[config.mk]
export PLATFORM = sky130hd
export DESIGN_NAME = mul_seq_bus
export DESIGN_NICKNAME = d
export VERILOG_FILES = /design/src/rtl/mul_seq_bus.sv
export SDC_FILE = /design/constraint.sdc
export NUM_CORES = 1
export LEC_CHECK = 0
export BUFFER_PORTS_ARGS = -buffer_cell sky130_fd_sc_hd__buf_2
export CELL_PAD_IN_SITES_DETAIL_PLACEMENT = 0
export CELL_PAD_IN_SITES_GLOBAL_PLACEMENT = 1
export CORE_ASPECT_RATIO = 0.8
export CORE_UTILIZATION = 48
export CTS_CLUSTER_SIZE = 8
export DETAILED_ROUTE_END_ITERATION = 7
export PLACE_DENSITY = 0.83
export SYNTH_ARGS = -nofsm -noshare
export SYNTH_HDL_FRONTEND = slang
export SYNTH_SLANG_ARGS = --single-unit
[constraint.sdc]
create_clock -name clk -period 3.75 [get_ports clk]
set_input_delay 0.375 -clock clk [delete_from_list [all_inputs] [get_ports clk]]
set_output_delay 0.375 -clock clk [all_outputs]
set_load 0.01 [all_outputs]
[src/rtl/mul_seq_bus.sv]
// Byte-bus sequential shift-add multiplier with start/busy/done handshake and signed mode.
// Optional MUL_ACC_EN adds an acc_en input that accumulates results into P instead of overwriting.
module mul_seq_bus #(
  parameter int WIDTH = 16,
  parameter int SEL_W = 2
) (
  input  logic             clk,
  input  logic             rst_n,
  input  logic [7:0]       bus_in,
  input  logic [SEL_W-1:0] i_sel,
  input  logic             i_enable,
  input  logic [SEL_W-1:0] o_sel,
  input  logic             o_enable,
  input  logic             start,
  input  logic             signed_mode,
`ifdef MUL_ACC_EN
  input  logic             acc_en,
`endif
  output logic [7:0]       bus_out,
  output logic             busy,
  output logic             done
);

  localparam int NB = WIDTH / 8;
  localparam int PW = 2 * WIDTH;
  localparam int CW = $clog2(WIDTH + 1);

  if (SEL_W != $clog2(2 * NB)) begin : g_sel_check
    $error("SEL_W must equal clog2(2*WIDTH/8)");
  end
  if ((WIDTH % 8) != 0 || WIDTH < 8 || WIDTH > 64) begin : g_width_check
    $error("WIDTH must be a multiple of 8 in 8..64");
  end

  typedef enum logic [1:0] {StIdle, StRun, StFin} state_e;

  state_e          state;
  logic [PW-1:0]   ops;   // {B, A}, so one byte index addresses both operands
  logic [PW-1:0]   p;
  logic [PW-1:0]   acc;
  logic [PW-1:0]   ma;
  logic [WIDTH-1:0] mb;
  logic [CW-1:0]   cnt;
  logic            neg;
  logic            acc_keep;

  logic [WIDTH-1:0] op_a, op_b, mag_a, mag_b;
  logic [PW-1:0]    result;
  logic             start_acc;

  always_comb begin
    op_a   = ops[WIDTH-1:0];
    op_b   = ops[PW-1:WIDTH];
    mag_a  = (signed_mode && op_a[WIDTH-1]) ? -op_a : op_a;
    mag_b  = (signed_mode && op_b[WIDTH-1]) ? -op_b : op_b;
    result = neg ? -acc : acc;
`ifdef MUL_ACC_EN
    start_acc = acc_en;
`else
    start_acc = 1'b0;
`endif
  end

  always_ff @(posedge clk) begin
    if (!rst_n) begin
      state    <= StIdle;
      ops      <= '0;
      p        <= '0;
      acc      <= '0;
      ma       <= '0;
      mb       <= '0;
      cnt      <= '0;
      neg      <= 1'b0;
      acc_keep <= 1'b0;
      bus_out  <= 8'h00;
      busy     <= 1'b0;
      done     <= 1'b0;
    end else begin
      done <= 1'b0;
      if (i_enable) ops[{i_sel, 3'b000} +: 8] <= bus_in;
      if (o_enable) bus_out <= p[{o_sel, 3'b000} +: 8];
      unique case (state)
        StIdle: begin
          if (start) begin
            ma       <= {{WIDTH{1'b0}}, mag_a};
            mb       <= mag_b;
            neg      <= signed_mode & (op_a[WIDTH-1] ^ op_b[WIDTH-1]);
            acc_keep <= start_acc;
            acc      <= '0;
            cnt      <= CW'(WIDTH);
            busy     <= 1'b1;
            state    <= StRun;
          end
        end
        StRun: begin
          // ma is pre-shifted each cycle, equivalent to MA << (WIDTH - cnt)
          if (mb[0]) acc <= acc + ma;
          ma  <= ma << 1;
          mb  <= mb >> 1;
          cnt <= cnt - CW'(1);
          if (cnt == CW'(1)) state <= StFin;
        end
        StFin: begin
          p     <= acc_keep ? (p + result) : result;
          done  <= 1'b1;
          busy  <= 1'b0;
          state <= StIdle;
        end
        default: state <= StIdle;
      endcase
    end
  end

endmodule
* Word level (Yosys, flattened, before mapping)
Index checks and enable logic that the tools add are counted.
** Storage, ports and cells
- Register bits :: 162
- Input port bits :: 18
- Logic and storage cells :: 57
** Operators by class
- Add/sub/neg operators :: 6
- Equal/unequal tests :: 6
- Shift operators :: 3
- Muxes and demuxes :: 19
- Bitwise operators :: 2
- Reductions and logical operators :: 10
** Operator list (count)
- $mux 32 :: 4
- $pmux 32 s2 :: 2
- $mux 16 :: 3
- $add 32x32->32 :: 1
- $bwmux 32 :: 1
- $neg 16->16 :: 2
- $neg 32->32 :: 1
- $pmux 16 s2 :: 1
- $shift 8x7->32 const A :: 1
- $shiftx 32x6->8 :: 1
- $shiftx 8x7->32 :: 1
- $pmux 5 s2 :: 1
- $reduce_and 2->1 :: 4
- $neg 5->7 :: 1
- $ne 2x2->1 const B :: 3
- $eq 5x1->1 const B :: 1
- $mux 5 :: 1
- $sub 5x1->5 const B :: 1
- $mux 2 :: 2
- $pmux 2 s2 :: 1
- $reduce_bool 2->1 :: 2
- $reduce_and 3->1 :: 1
- $eq 2x1->1 const B :: 1
- $eq 2x2->1 const B :: 1
- other kinds (6) :: 8

* Longest topological paths before layout
- Depth after elaboration :: 4
- Mapped depth :: 12

* Least setup slack after synthesis
Ideal clock, no wire load.
- Path kind :: register -> register
- Start point :: register acc[0]
- End point :: register acc[24]
- Library setup time :: 0.119 ns
- Arrival :: 2.988 ns
- Data required time :: 3.631 ns
- Setup slack :: 0.643 ns
- Cell stages (with the launch flop) :: 13
- Path buffers :: 0
- Period minus slack after synthesis :: 3.107 ns
- Cells stage by stage :: dfxtp_1 -> ha_1 -> inv_1 -> fa_1 -> nand2b_1 -> a21oi_1 -> o21ai_0 -> o311a_1 -> o41ai_2 -> a21oi_1 -> o31ai_1 -> mux2i_1 -> nand2_1
** Between the ends
- Cells in the longest elaborated chain, start to end :: 3
** RTL lines
- start, declared :: line 40 : logic [PW-1:0] acc;
- start signal, assigned :: line 97 : if (mb[0]) acc <= acc + ma;
- $add 32x32->32 :: line 97
- $mux 32 :: line 97
- $pmux 32 s2 :: line 82 : unique case (state)
Every way passes these cells. The select of a mux whose other input is x is not followed.
A chain may end at the register's enable or synchronous reset.

* Final worst setup path
- Start point :: register acc[0]
- End point :: register acc[28]
The elaborated chain is that of the path after synthesis.

==> results by group <==
Clock network
  – Clk_lat worst skew: 440 ps
  – Max H-tree Level: 4
  – Clk sinks: ~160
  – # hold bufs at CTS: 0
  – Clock transition at path regs: roughly 70 ps
  – TritonCTS clock tree: done
  – # Post-CTS Setup Buffers: 0
  – Root buffer cell: clkbuf_16
  – CTS max path bufs: 2
  – PostCTS Resize Cnt: 0
  – CTS Buf Count: 17

Cells and area
  – Share of cells above drive strength 1: under 10%
  – Final net count: around 1,100
  – Fill count: roughly 1,700
  – Final antenna diode count: 0
  – Layout area overhead: 11.10%

Global route
  – Gr usage total: roughly a quarter
  – Largest net degree at the start of global routing: ~80
  – Vias in the first global route: 6,921
  – Global-route wire length before repair: 37,070 um
  – Antenna violations before repair: 0
  – Grt total ovfl: 0

Logic synthesis
  – Yosys warns: 0
  – Post-synth EDFFs: 0
  – Most used standard cell by instance count after synthesis: dfxtp_1
  – Fraction of registers with async set/reset: 0%
  – Commonest cells in the netlist: dfxtp_1, nand2_1, nor2_1, a21oi_1, a22oi_1
  – Largest cells by area after synthesis: dfxtp_1, nand2_1, a22oi_1, ha_1, a21oi_1
  – Sequential share of the synthesized area: about 37%
  – Synth Flop Type: dfxtp_1
  – Syn_nets: between 1,000 and 1,500
  – Post-synthesis register bit count: around 160
  – Synthesized area: ~8700 um^2
  – Yosys cell types: 60
  – Synth Instances: 1,064
  – Syn Area/Cell: roughly 8.2 um^2
  – Area leader, netlist: dfxtp_1
  – Share of the synthesized area in the top cell type: 37.16%

Drt
  – Drt via density: between 5 and 6
  – Final wirelength: around 22,000 um
  – Post-route ant nets: 0
  – # DRC: 0
  – DRT Pass-1 Iters: 7
  – Initial DRC Count: 607
  – WL/cell: 17.15 um
  – Vias: approximately 7,800

Worst setup path
  – Setup crit start kind: flop
  – Most common cell on crit path: o21ai_0
  – R2R Path End: acc[28]$_SDFFE_PN0P_
  – Critical Path End Type: flop
  – CP delay by family, top: compound AO/OA/AOI/OAI gates
  – Setup crit start: acc[0]$_SDFFE_PN0P_
  – Critical path's slowest cell: o311a_1
  – Worst EP arrival: ~3800 ps
  – Crit path cell chain: ha_1 > inv_1 > fa_1 > nand2b_1 > a21oi_1 > o21ai_0 > o311a_1 > o41ai_2 > buf_4 > nand4_1 > a31oi_1 > o21ai_0 > a32o_1
  – Setup CP Type: flop to flop
  – Worst Path Buf+Inv: 2
  – CP required: about 4100 ps
  – Cells on worst reg2reg path: 13
  – R2r setup slk: around 290 ps
  – Critical path's largest stage delay: 420 ps
  – Crit-path max FO: 4
  – Reg2reg start: acc[0]$_SDFFE_PN0P_

Power and ir drop
  – Peak VDD IR: between 0.0002 and 0.0003 V
  – Power Density: about 380 nW/um^2
  – P_leak: roughly 3.7 nW

Flow run
  – Max Cap Viol: 0

Die
  – Horiz. Die Dim: approximately 150 um
  – Die footprint: 18,730 um^2
  – Core area: approximately 18,000 um^2
  – Die Y: 122.6 um
  – Placement Rows: between 40 and 50
  – Io pins: 28
  – Initial Utilization: around half

Min path
  – Hold WC Path Type: input pin to flop
  – Hold wc startpoint: bus_in[7]
  – Hold Path End: ops[23]$_SDFFE_PN0P_
  – Worst hold stages: 3

Timing
  – Ratio of final minimum period to clock period: 92.34%
  – Number of setup violations in the final report: 0
  – Clock skew: between 10 and 15 ps
  – FMAX: 288.8 MHz
  – Final worst setup slack: 287.2 ps
  – Slew HR: 18.54%
  – Post-route setup TNS: 0 ps
  – Final hold violation count: 0
  – Actual slew at the worst max-slew pin: 1218 ps
  – Max-slew violation total from the final report: 0
  – RSZ-0062 raised after global routing: false
  – Final min period: 3463 ps

Placement
  – Pre-CTS WS: 377.1 ps
  – Routability cong.: around 0.86
  – Port bufs: 27
  – HPWL after detailed placement: ~16,000 um

Status
  – Outcome: complete, no violations
[registers in the layout, summed over array words and instances, names as in the netlist]
register,count
mb,16
p,32
neg,1
done,1
bus_out,8
busy,1
cnt,5
ops,32
ma,32
acc,32
state,2
[layer usage]
metal	global-route usage, %	vias up	share of wire (%)
met4	6.566	0	1.2
li1	-	3856	-
met1	39.47	3719	55
met2	34.43	160	40
met3	4.343	16	4.5
met5	0	-	0
[power by group]
group / internal [W] / switching, W
Combinational: 0.0000536 / 0.000154
Sequential: 0.00173 / 0.0000122
Clock: 0.000894 / 0.000836
[stage by stage]
stage | power, W | utilization [%] | cell area [um^2] | std cells | hold slack [ps]
floorplan | 0.001914 | - | 8727 | 1064 | 419.8
global placement | 0.001989 | 51.91 | 9105 | 1279 | 434.7
detailed placement | 0.001991 | 51.91 | 9105 | 1279 | 437.7
CTS | 0.003708 | 55.28 | 9696 | 1311 | 254.3
global route | 0.003811 | 55.28 | 9696 | 1311 | 248.4
finish | 0.003681 | 55.28 | 9696 | 1311 | 259.4
[area by class of cell]
cell class | count | area (um^2) | area share [%]
Multi-Input combinational cell | 818 | 5185 | 53.48
Clock inverter | 15 | 165.2 | 1.703
Timing Repair Buffer | 49 | 300.3 | 3.097
Tap cell | 225 | 281.5 | 2.904
Inverter | 25 | 95.09 | 0.9808
Sequential cell | 162 | 3243 | 33.45
Clock buffer | 17 | 425.4 | 4.388
[tightest hold or removal path: stages]
cell and delay (ps):
buf_2 130, a22oi_1 80, nor2_1 70
[cells in the final DEF, fill, tap and decap left out, types with 7 or more instances in the layout]
cell type / count
nand4_1: 7
buf_2: 27
a21o_1: 10
ha_1: 41
nor3b_1: 10
a21oi_1: 89
o31ai_1: 16
mux2i_1: 11
inv_1: 24
o21ai_0: 64
or3_1: 9
clkbuf_16: 17
xnor2_1: 27
a211oi_1: 7
mux4_2: 8
dfxtp_1: 162
buf_4: 22
o21ai_1: 10
nand2b_1: 10
nor2_1: 94
nor3_1: 13
nand2_1: 147
xor2_1: 49
a22oi_1: 69
nand3_1: 35
[cells by family after synthesis]
| kind of cell | synth area share [%] |
|---|---|
| simple gates | 19.08 |
| flops | 37.16 |
| mux | 3.326 |
| buf+inv | 3.613 |
| fa+ha+maj | 6.108 |
| xor+xnor | 7.627 |
| compound gates | 23.08 |
[how the worst max path moves through the flow]
stage                     depth (start not counted)                   end  slack, ps
final                                            13  acc[28]$_SDFFE_PN0P_        290
after global routing                             13  acc[28]$_SDFFE_PN0P_          4
after CTS                                        13  acc[28]$_SDFFE_PN0P_        310
after detailed placement                         13  acc[24]$_SDFFE_PN0P_        380
after global placement                           13  acc[24]$_SDFFE_PN0P_        430
after floorplan                                  12  acc[24]$_SDFFE_PN0P_        640
Note: power is estimated with default switching activity, not from simulation.
